### src/rtl/spi_slave.sv
// Byte SPI slave, LSB first, all four modes; clocked by the master's SCLK.
// Latency: MISO is combinational off the drive edge; read_data bit i lands on the i-th sample edge.
// Backpressure: none; slave_start=0 freezes both counters, CS_ high aborts the frame.
module spi_slave (
    input  logic       slaveSCLK,
    input  logic       reset,
    input  logic       slaveCPOL,
    input  logic       slaveCPHA,
    input  logic       slaveCS_,
    input  logic       slave_start,
    input  logic       slaveMOSI,
    input  logic [7:0] In_Data,
    output logic       slaveMISO,
    output logic [7:0] read_data
);

    // Rising edge of samp_clk is the sample edge in every mode; its falling edge is the drive edge.
    logic samp_clk;
    logic frame_clr_n;

    assign samp_clk    = slaveSCLK ^ slaveCPOL ^ slaveCPHA;
    assign frame_clr_n = reset & ~slaveCS_;

    logic [3:0] rx_cnt_q, rx_cnt_d;
    logic [7:0] read_data_q, read_data_d;
    logic [2:0] tx_idx_q, tx_idx_d;
    logic       tx_first_q, tx_first_d;
    logic       rx_en;
    logic       tx_en;

    always_comb begin
        rx_en       = slave_start && !slaveCS_ && (rx_cnt_q < 4'd8);
        rx_cnt_d    = rx_cnt_q;
        read_data_d = read_data_q;
        if (rx_en) begin
            rx_cnt_d                    = rx_cnt_q + 4'd1;
            read_data_d[rx_cnt_q[2:0]]  = slaveMOSI;
        end
    end

    always_comb begin
        tx_en      = slave_start && !slaveCS_;
        tx_idx_d   = tx_idx_q;
        tx_first_d = tx_first_q;
        if (tx_en) begin
            tx_first_d = 1'b0;
            // In CPHA=1 the first drive edge only arms the shifter so bit 0 meets the first sample.
            if (!(slaveCPHA && tx_first_q) && (tx_idx_q != 3'd7)) begin
                tx_idx_d = tx_idx_q + 3'd1;
            end
        end
    end

    always_ff @(posedge samp_clk or negedge frame_clr_n) begin
        if (!frame_clr_n) begin
            rx_cnt_q <= 4'd0;
        end else begin
            rx_cnt_q <= rx_cnt_d;
        end
    end

    // Received word survives CS_ high; only the chip reset clears it.
    always_ff @(posedge samp_clk or negedge reset) begin
        if (!reset) begin
            read_data_q <= 8'h00;
        end else begin
            read_data_q <= read_data_d;
        end
    end

    always_ff @(negedge samp_clk or negedge frame_clr_n) begin
        if (!frame_clr_n) begin
            tx_idx_q   <= 3'd0;
            tx_first_q <= 1'b1;
        end else begin
            tx_idx_q   <= tx_idx_d;
            tx_first_q <= tx_first_d;
        end
    end

    assign slaveMISO = frame_clr_n ? In_Data[tx_idx_q] : 1'b0;
    assign read_data = read_data_q;

endmodule

### config.mk
export PLATFORM = sky130hd
export DESIGN_NAME = spi_slave
export DESIGN_NICKNAME = d
export VERILOG_FILES = /design/src/rtl/spi_slave.sv
export SDC_FILE = /design/constraint.sdc
export NUM_CORES = 1
export LEC_CHECK = 0
export CORE_MARGIN = 2
export CORE_UTILIZATION = 45
export CTS_BUF_LIST = sky130_fd_sc_hd__clkbuf_16
export DETAILED_ROUTE_END_ITERATION = 16
export HOLD_SLACK_MARGIN = 0.1
export PLACE_DENSITY = 0.77
export SLEW_MARGIN = 20
export SYNTH_ARGS = -nofsm -noshare
export SYNTH_HDL_FRONTEND = slang
export SYNTH_SLANG_ARGS = --single-unit
export TNS_END_PERCENT = 20
### constraint.sdc
create_clock -name vclk -period 2
set_input_delay 0.4 -clock vclk [all_inputs]
set_output_delay 0.4 -clock vclk [all_outputs]
set_load 0.005 [all_outputs]
==> results of run 1 <==
-- per-stage QoR --
step	setup slack (ps)	setup TNS (ps)	utilization, %
floorplan	321.2	0	-
global placement	-506.8	-506.8	64.25
detailed placement	-540.6	-540.6	64.25
CTS	2.963	0	63.15
global route	19.38	0	63.74
finish	70.69	0	63.74
-- cells by family after synthesis --
logic type      count (synthesis)  synth area share, %
simple gates                   19                14.02
flops                          16                50.00
mux                            14                23.36
xor+xnor                        5                5.453
fa+ha+maj                       3                4.673
compound gates                  2                1.557
buf+inv                         2               0.9349
-- sequential cells by signal, summed over array words and instances, names as in the netlist --
| register | flops |
|---|---|
| tx_idx_q | 3 |
| rx_cnt_q | 4 |
| read_data | 8 |
| tx_first_q | 1 |
-- metal layers --
metal / vias to the layer above / routed length (um)
li1: 271 / -
met1: 265 / 634
met2: 9 / 733
met3: 0 / 23
met4: 0 / 0
met5: - / 0
-- tightest hold or removal path, stage by stage --
cell and delay, ps:
clkdlybuf4s15_1 150, mux4_2 220, mux2_4 130, and2_1 100, buf_2 100
-- path summary, 6_finish.rpt --
check             startpoint        end  slack [ps]  cells after the start
setup / recovery  In_Data[3]  slaveMISO          70                      5
hold / removal    In_Data[7]  slaveMISO        1500                      5
-- layout make-up --
class / count / area share, %
flip-flops and latches: 16 / 36.90
multi-input cells: 43 / 35.86
repair buffers: 27 / 23.68
well taps: 25 / 2.874
inverters: 2 / 0.6897
-- power by group through the flow --
stage,Clock [uW],Sequential [uW],Combinational (uW)
detailed placement,0,87.5,151
CTS,0,88.4,148
global route,0,91.2,162
global placement,0,86.5,145
finish,0,87.8,146
floorplan,0,85.1,67.7
-- timing repair --
item | CTS | global route
gates resized for setup | 15 | 8
setup endpoints to repair | 1 | 1
pin swaps | 1 | 0
-- synthesized netlist by cell type --
cell type | number | area [um2]
dfrtp_1 | 12 | 300.3
mux2_2 | 12 | 135.1
nand2_1 | 7 | 26.28
dfrtn_1 | 3 | 75.07
ha_1 | 3 | 37.54
nor2b_1 | 3 | 18.77
xnor2_1 | 3 | 26.28
inv_1 | 2 | 7.510
mux4_1 | 2 | 52.55
nand3_1 | 2 | 10.01
xor2_1 | 2 | 17.52
a21boi_0 | 1 | 7.510
a21oi_1 | 1 | 5.000
and2_1 | 1 | 6.260
and3_1 | 1 | 6.260
and4bb_2 | 1 | 12.51
dfstp_2 | 1 | 26.28
nor2_1 | 1 | 3.750
nor3b_1 | 1 | 7.510
nor4b_2 | 1 | 15.01
or2_2 | 1 | 6.260
==> flow_metrics.py, run 1 <==
metrics = {
    "logic_synthesis": {
        "synthesis.nets": 79,
        "postSynthCellCount": 61,
        "syn_area_um2": 803.3,
        "ys_types": 21,
        "ys_seq_area_share_pct": 50.00,
        "synth_seq_cells": 16,
        "avgSynthCellArea_um2": 13.17,
        "yosys_warnings": 0,
    },
    "sta": {
        "hold_slack_ps": 1501,
        "period_share_pct": 96.47,
        "setup_viol": 0,
        "tightest_slew_ps": 455.4,
        "slew_viol_final": 0,
        "timing.fmax_mhz": 518.3,
        "rsz0062_at_grt": "false",
        "min_period_ps": 1929,
        "untimed_endpoints": 24,
        "unclocked_regs": 16,
        "hold_viol_final": 0,
        "max_slew_margin_pct": 69.57,
    },
    "pwr": {
        "p_sw_uw": 75.01,
        "ir_drop_mv": 0.09361,
        "clockPowerShare_pct": 0,
        "pwr-share-comb_pct": 62.4,
        "p_leak_uw": 0.0004691,
        "intPower_uw": 158.7,
        "seq_power_share_pct": 37.6,
        "swShare_pct": 32.09,
        "total_power_uw": 233.7,
        "power.density_mw_per_mm2": 214.7,
    },
    "setup_path": {
        "path_cells": "clkdlybuf4s15_1 > mux4_2 > mux2_4 > and2_1 > buf_2",
        "end_kind": "primary output",
        "path_class": "input pin to primary output",
        "cp_top_family": "multiplexers",
        "arrival_ps": 1530,
        "cp_num_buf_inv": 2,
        "slowest_delay_ps": 450,
        "slowest_stage": "mux4_2",
        "startpoint_type": "input pin",
        "cp_max_fo": 1,
        "cp.required_ps": 1600,
    },
    "job": {
        "max-cap-violations": 0,
    },
    "final_layout": {
        "mostFrequentLayoutCells": "15 x clkdlybuf4s50_1, 12 x dfrtp_1, 11 x mux2_2",
        "multi_input_area_um2": 390.4,
        "synthToLayoutAreaGrowth_pct": 35.51,
        "fin_cells": 113,
        "final_common_cell": "clkdlybuf4s50_1",
        "final_layout_size_suffix_gt1_share_pct": 25.00,
        "diodes": 0,
        "final_area_mm2": 0.001089,
        "nFillCells": 139,
        "final_nets": 108,
        "seq_area_um2": 401.6,
    },
    "floorplan": {
        "core_mm2": 0.001708,
        "die-area_mm2": 0.002139,
        "fp.dieW_um": 46.25,
        "num_rows": 15,
        "die_y_um": 46.25,
        "ios": 24,
        "initial_core_util_pct": 47.03,
    },
    "placement": {
        "place.gp.congestion": 0.7352,
        "place_area_mm2": 0.001097,
        "dp.cells": 113,
        "io_buffers": 24,
        "hpwl_um": 1172,
    },
    "route": {
        "drc_errors": 0,
        "ant_nets": 0,
        "viasPerCell": 4.823,
        "first_iter_violations": 0,
        "wl_um": 1391,
        "post_drt_wl_per_cell_um": 12.31,
        "drtPass1Iterations": 1,
        "vias": 545,
    },
    "run_status": {
        "status": "finished clean",
    },
    "global_routing": {
        "met2_usage_pct": 25.83,
        "grt_overflow_total": 0,
        "grt_antenna_before_repair": 0,
        "grt_max_degree": 16,
        "grt_pass1_wl_um": 2221,
        "grt_use_met3_pct": 0.3922,
        "grt_busiest_layer": "met2",
        "grt_use_met1_pct": 18.11,
        "grt_pass1_vias": 531,
        "grt_use_total_pct": 13.60,
    },
    "cts": {
        "cts-hold-fix-buffers": 0,
        "cts_setup_buffers": 0,
    },
    "worst_hold_path": {
        "hold_path_class": "input pin to primary output",
    },
}
Power figures use the tool's default switching activity.
==> run 2: changes to the inputs <==
- CORE_MARGIN: 2 -> not set
==> run 2 against run 1 <==
Compared with the run above:
- setup slack worse by 29 ps
- power up 1.3%
- utilization up 3.8 points
- sequential cell count unchanged
- maximum frequency down 1.5%
- sequential share of layout area up 0.43 points
- hold slack worse by 19 ps
- critical path depth unchanged
- via count up 0.55%
- critical endpoint unchanged
- highest routed layer unchanged
==> flow_metrics.py, run 2 (same netlist as run 1, synthesis figures left out) <==
metrics = {
    "sta": {
        "rsz0062_at_grt": "false",
        "max_slew_margin_pct": 66.29,
        "min_period_ps": 1959,
        "hold_viol_final": 0,
        "slew_viol_final": 0,
        "setup_viol": 0,
        "timing.fmax_mhz": 510.5,
        "tightest_slew_ps": 504.5,
        "unclocked_regs": 16,
        "period_share_pct": 97.94,
        "untimed_endpoints": 24,
    },
    "floorplan": {
        "fp.dieW_um": 44.25,
        "initial_core_util_pct": 50.39,
        "num_rows": 14,
        "ios": 24,
        "core_mm2": 0.001594,
        "die_y_um": 44.25,
        "die-area_mm2": 0.001958,
    },
    "placement": {
        "place_area_mm2": 0.001096,
        "hpwl_um": 1206,
        "place.gp.congestion": 0.7539,
        "dp.cells": 112,
        "io_buffers": 24,
    },
    "setup_path": {
        "slowest_delay_ps": 450,
        "slowest_stage": "mux4_2",
        "path_class": "input pin to primary output",
        "cp.required_ps": 1600,
        "crit_start": "In_Data[7]",
        "arrival_ps": 1560,
        "cp_max_fo": 1,
        "startpoint_type": "input pin",
        "path_cells": "clkdlybuf4s15_1 > mux4_2 > mux2_4 > and2_4 > buf_6",
        "end_kind": "primary output",
    },
    "route": {
        "drc_errors": 0,
        "vias": 548,
        "ant_nets": 0,
        "first_iter_violations": 3,
        "wl_um": 1434,
        "drtPass1Iterations": 3,
        "post_drt_wl_per_cell_um": 12.80,
        "viasPerCell": 4.893,
    },
    "final_layout": {
        "final_nets": 108,
        "final_common_cell": "clkdlybuf4s50_1",
        "final_layout_size_suffix_gt1_share_pct": 30.68,
        "nFillCells": 138,
        "final_area_mm2": 0.001076,
        "synthToLayoutAreaGrowth_pct": 33.96,
        "mostFrequentLayoutCells": "15 x clkdlybuf4s50_1, 12 x dfrtp_1, 11 x mux2_2",
        "largest_reg_flops": 8,
        "diodes": 0,
        "fin_cells": 112,
    },
    "global_routing": {
        "grt_antenna_before_repair": 0,
        "grt_pass1_wl_um": 2504,
        "grt_overflow_total": 0,
        "grt_pass1_vias": 529,
        "grt_use_total_pct": 16.98,
        "grt_max_degree": 16,
    },
    "worst_hold_path": {
        "hold_path_class": "input pin to primary output",
        "min_from": "In_Data[3]",
        "min_path_cells": 5,
    },
    "cts": {
        "cts-hold-fix-buffers": 0,
        "cts_setup_buffers": 0,
    },
    "pwr": {
        "power.density_mw_per_mm2": 220.0,
        "p_leak_uw": 0.0004701,
        "ir_drop_mv": 0.1214,
    },
    "job": {
        "max-cap-violations": 0,
    },
    "run_status": {
        "status": "finished clean",
    },
}
-- run 2: cell types whose count changed in the layout (fill, tap and decap cells not counted), sizes merged --
| cell | change |
|---|---|
| clkbuf | +4 |
| clkdlybuf4s15 | -4 |
-- run 2: worst paths after layout --
kind | to | slack (ps)
hold / removal | slaveMISO | 1480
setup / recovery | slaveMISO | 40
-- run 2: critical path, delay by kind of cell --
kind	cells	cell delay (ps)
simple gates	1	160
mux	2	730
buf+inv	2	270
-- run 2: report_power, final --
part,internal (uW),switching (uW),total (uW)
sequential,67.8,20.1,87.9
combinational,91.5,57.3,149
clock,0,0,0
-- run 2: final cells by class --
| type | count | area, um2 | area share (%) |
|---|---|---|---|
| sequential | 16 | 401.6 | 37.33 |
| multi-input combinational | 43 | 392.9 | 36.51 |
| timing repair buffer | 27 | 244.0 | 22.67 |
| tap | 24 | 30.03 | 2.791 |
| inverter | 2 | 7.507 | 0.6977 |
-- run 2: timing repair --
item	4_1_cts	5_1_grt
gates cloned	0	0
resized for setup	25	4
setup endpoints to repair	1	1
-- run 2: metrics by stage --
step / setup WS (ps) / power [uW] / hold WS, ps / utilization [%] / setup TNS [ps]
2_1_floorplan: 321.2 / 152.9 / 1090 / - / 0
3_3_place_gp: -510.7 / 231.6 / 1914 / 68.76 / -510.7
3_5_place_dp: -595.4 / 238.3 / 1916 / 68.76 / -595.4
4_1_cts: 10.74 / 241.2 / 1531 / 68.76 / 0
5_1_grt: 21.47 / 256.7 / 1492 / 67.50 / 0
6_report: 41.26 / 236.7 / 1482 / 67.50 / 0
-- run 2: metal layers --
metal  up-vias  part of all wire [%]  global-route usage, %
li1        270                     -                      -
met1       272                    46                  24.66
met2         6                    52                  30.88
met3         0                   1.8                      0
met4         0                     0                      0
met5         -                     0                      0
==> run 3: changes to the inputs <==
- CELL_PAD_IN_SITES_DETAIL_PLACEMENT: not set -> 1
- CELL_PAD_IN_SITES_GLOBAL_PLACEMENT: not set -> 2
- CORE_UTILIZATION: 45 -> 31
- PLACE_DENSITY: 0.77 -> 0.9
- clock period: 2 -> 2.44 ns (I/O delays scaled with it)
==> run 3 against run 2 <==
Compared with the run above:
- utilization fell by 23 points
- hold slack better by 270 ps
- combinational power down 17%
- largest cell class unchanged
- sequential cell count unchanged
- sequential power shrank 17%
- sequential share of layout area decreased by 0.60 points
- die area rose by 43%
- final cell count is 5.4% higher
- first-iteration DRC count down 67%
- via count increased by 2.4%
==> flow_metrics.py, run 3 (same netlist as run 1, synthesis figures left out) <==
metrics = {
    "floorplan": {
        "core_mm2": 0.002455,
        "fp.dieW_um": 52.91,
        "initial_core_util_pct": 32.72,
        "num_rows": 18,
        "die-area_mm2": 0.002799,
        "ios": 24,
        "die_y_um": 52.91,
    },
    "sta": {
        "max_slew_margin_pct": 71.12,
        "untimed_endpoints": 24,
        "tightest_slew_ps": 432.1,
        "setup_tns_ps": 0,
        "timing.fmax_mhz": 420.4,
        "period_share_pct": 97.49,
        "hold_viol_final": 0,
        "slew_viol_final": 0,
        "setup_viol": 0,
        "rsz0062_at_grt": "false",
        "unclocked_regs": 16,
        "min_period_ps": 2379,
    },
    "global_routing": {
        "grt_overflow_total": 0,
        "met2_usage_pct": 24.68,
        "grt_use_total_pct": 12.38,
        "grt_pass1_vias": 602,
        "grt_pass1_wl_um": 2608,
        "grt_max_degree": 16,
        "grt_antenna_before_repair": 0,
        "grt_use_met3_pct": 2.011,
        "grt_busiest_layer": "met2",
        "grt_use_met1_pct": 14.42,
    },
    "pwr": {
        "total_power_uw": 195.7,
        "power.density_mw_per_mm2": 179.0,
        "p_leak_uw": 0.0004653,
        "ir_drop_mv": 0.07002,
    },
    "final_layout": {
        "diodes": 0,
        "final_area_mm2": 0.001094,
        "fin_util_pct": 44.55,
        "largest_reg_flops": 8,
        "final_layout_size_suffix_gt1_share_pct": 25.00,
        "nFillCells": 268,
        "multi_input_area_um2": 390.4,
        "synthToLayoutAreaGrowth_pct": 36.14,
        "seq_area_um2": 401.6,
        "mostFrequentLayoutCells": "22 x clkdlybuf4s50_1, 12 x dfrtp_1, 11 x mux2_2",
        "final_common_cell": "clkdlybuf4s50_1",
        "final_nets": 108,
    },
    "job": {
        "max-cap-violations": 0,
    },
    "placement": {
        "place_area_mm2": 0.001104,
        "io_buffers": 24,
        "hpwl_um": 1323,
        "place.gp.congestion": 0.6922,
    },
    "run_status": {
        "status": "finished clean",
    },
    "setup_path": {
        "path_class": "input pin to primary output",
        "slowest_stage": "mux4_2",
        "cp_num_buf_inv": 2,
        "startpoint_type": "input pin",
        "slowest_delay_ps": 470,
        "cp.required_ps": 1950,
        "end_kind": "primary output",
        "arrival_ps": 1890,
        "path_cells": "clkdlybuf4s50_1 > mux4_2 > mux2_4 > and2_1 > buf_2",
        "cp_max_fo": 1,
        "cp_top_family": "multiplexers",
    },
    "route": {
        "drc_errors": 0,
        "first_iter_violations": 1,
        "drtPass1Iterations": 2,
        "wl_um": 1603,
        "viasPerCell": 4.754,
        "vias": 561,
        "post_drt_wl_per_cell_um": 13.58,
        "ant_nets": 0,
    },
    "cts": {
        "cts-hold-fix-buffers": 0,
    },
    "worst_hold_path": {
        "hold_path_class": "input pin to primary output",
    },
}
==> run 3: final cells by class <==
class,count,area share [%]
inverters,2,0.6865
multi-input cells,43,35.70
flip-flops and latches,16,36.73
well taps,30,3.432
repair buffers,27,23.46
==> run 3: worst min-delay path, cell delays in order <==
cell	delay, ps
dlygate4sd2_1	210
mux4_2	230
mux2_4	130
and2_1	110
buf_2	100
==> run 3: timing repair <==
item / in CTS / in global routing
setup endpoints to repair: 1 / 0
setup buffers: 0 / 0
resized for setup: 8 / 0
endpoints found under the hold margin: 0 / 0
==> run 3: final timing paths <==
| path | depth (start not counted) | to | from | slack (ps) |
|---|---|---|---|---|
| worst max-delay path | 5 | slaveMISO | In_Data[3] | 60 |
| worst min-delay path | 5 | slaveMISO | In_Data[2] | 1750 |
==> run 3: where the power goes <==
part / internal [uW] / switching [uW]
clock: 0 / 0
sequential: 55.5 / 17.7
combinational: 77.0 / 45.6
==> run 3: routing by layer <==
metal | up-vias | wire [um]
li1 | 270 | -
met5 | - | 0
met2 | 20 | 797
met4 | 0 | 0
met3 | 0 | 130
met1 | 271 | 675
==> run 3: stage by stage <==
step	std cells	hold WS (ps)	setup WS [ps]
2_1_floorplan	61	1266	585.2
3_3_place_gp	118	2089	-258.1
3_5_place_dp	118	2105	-284.7
4_1_cts	118	1758	57.19
5_1_grt	118	1797	22.78
6_report	118	1749	61.20
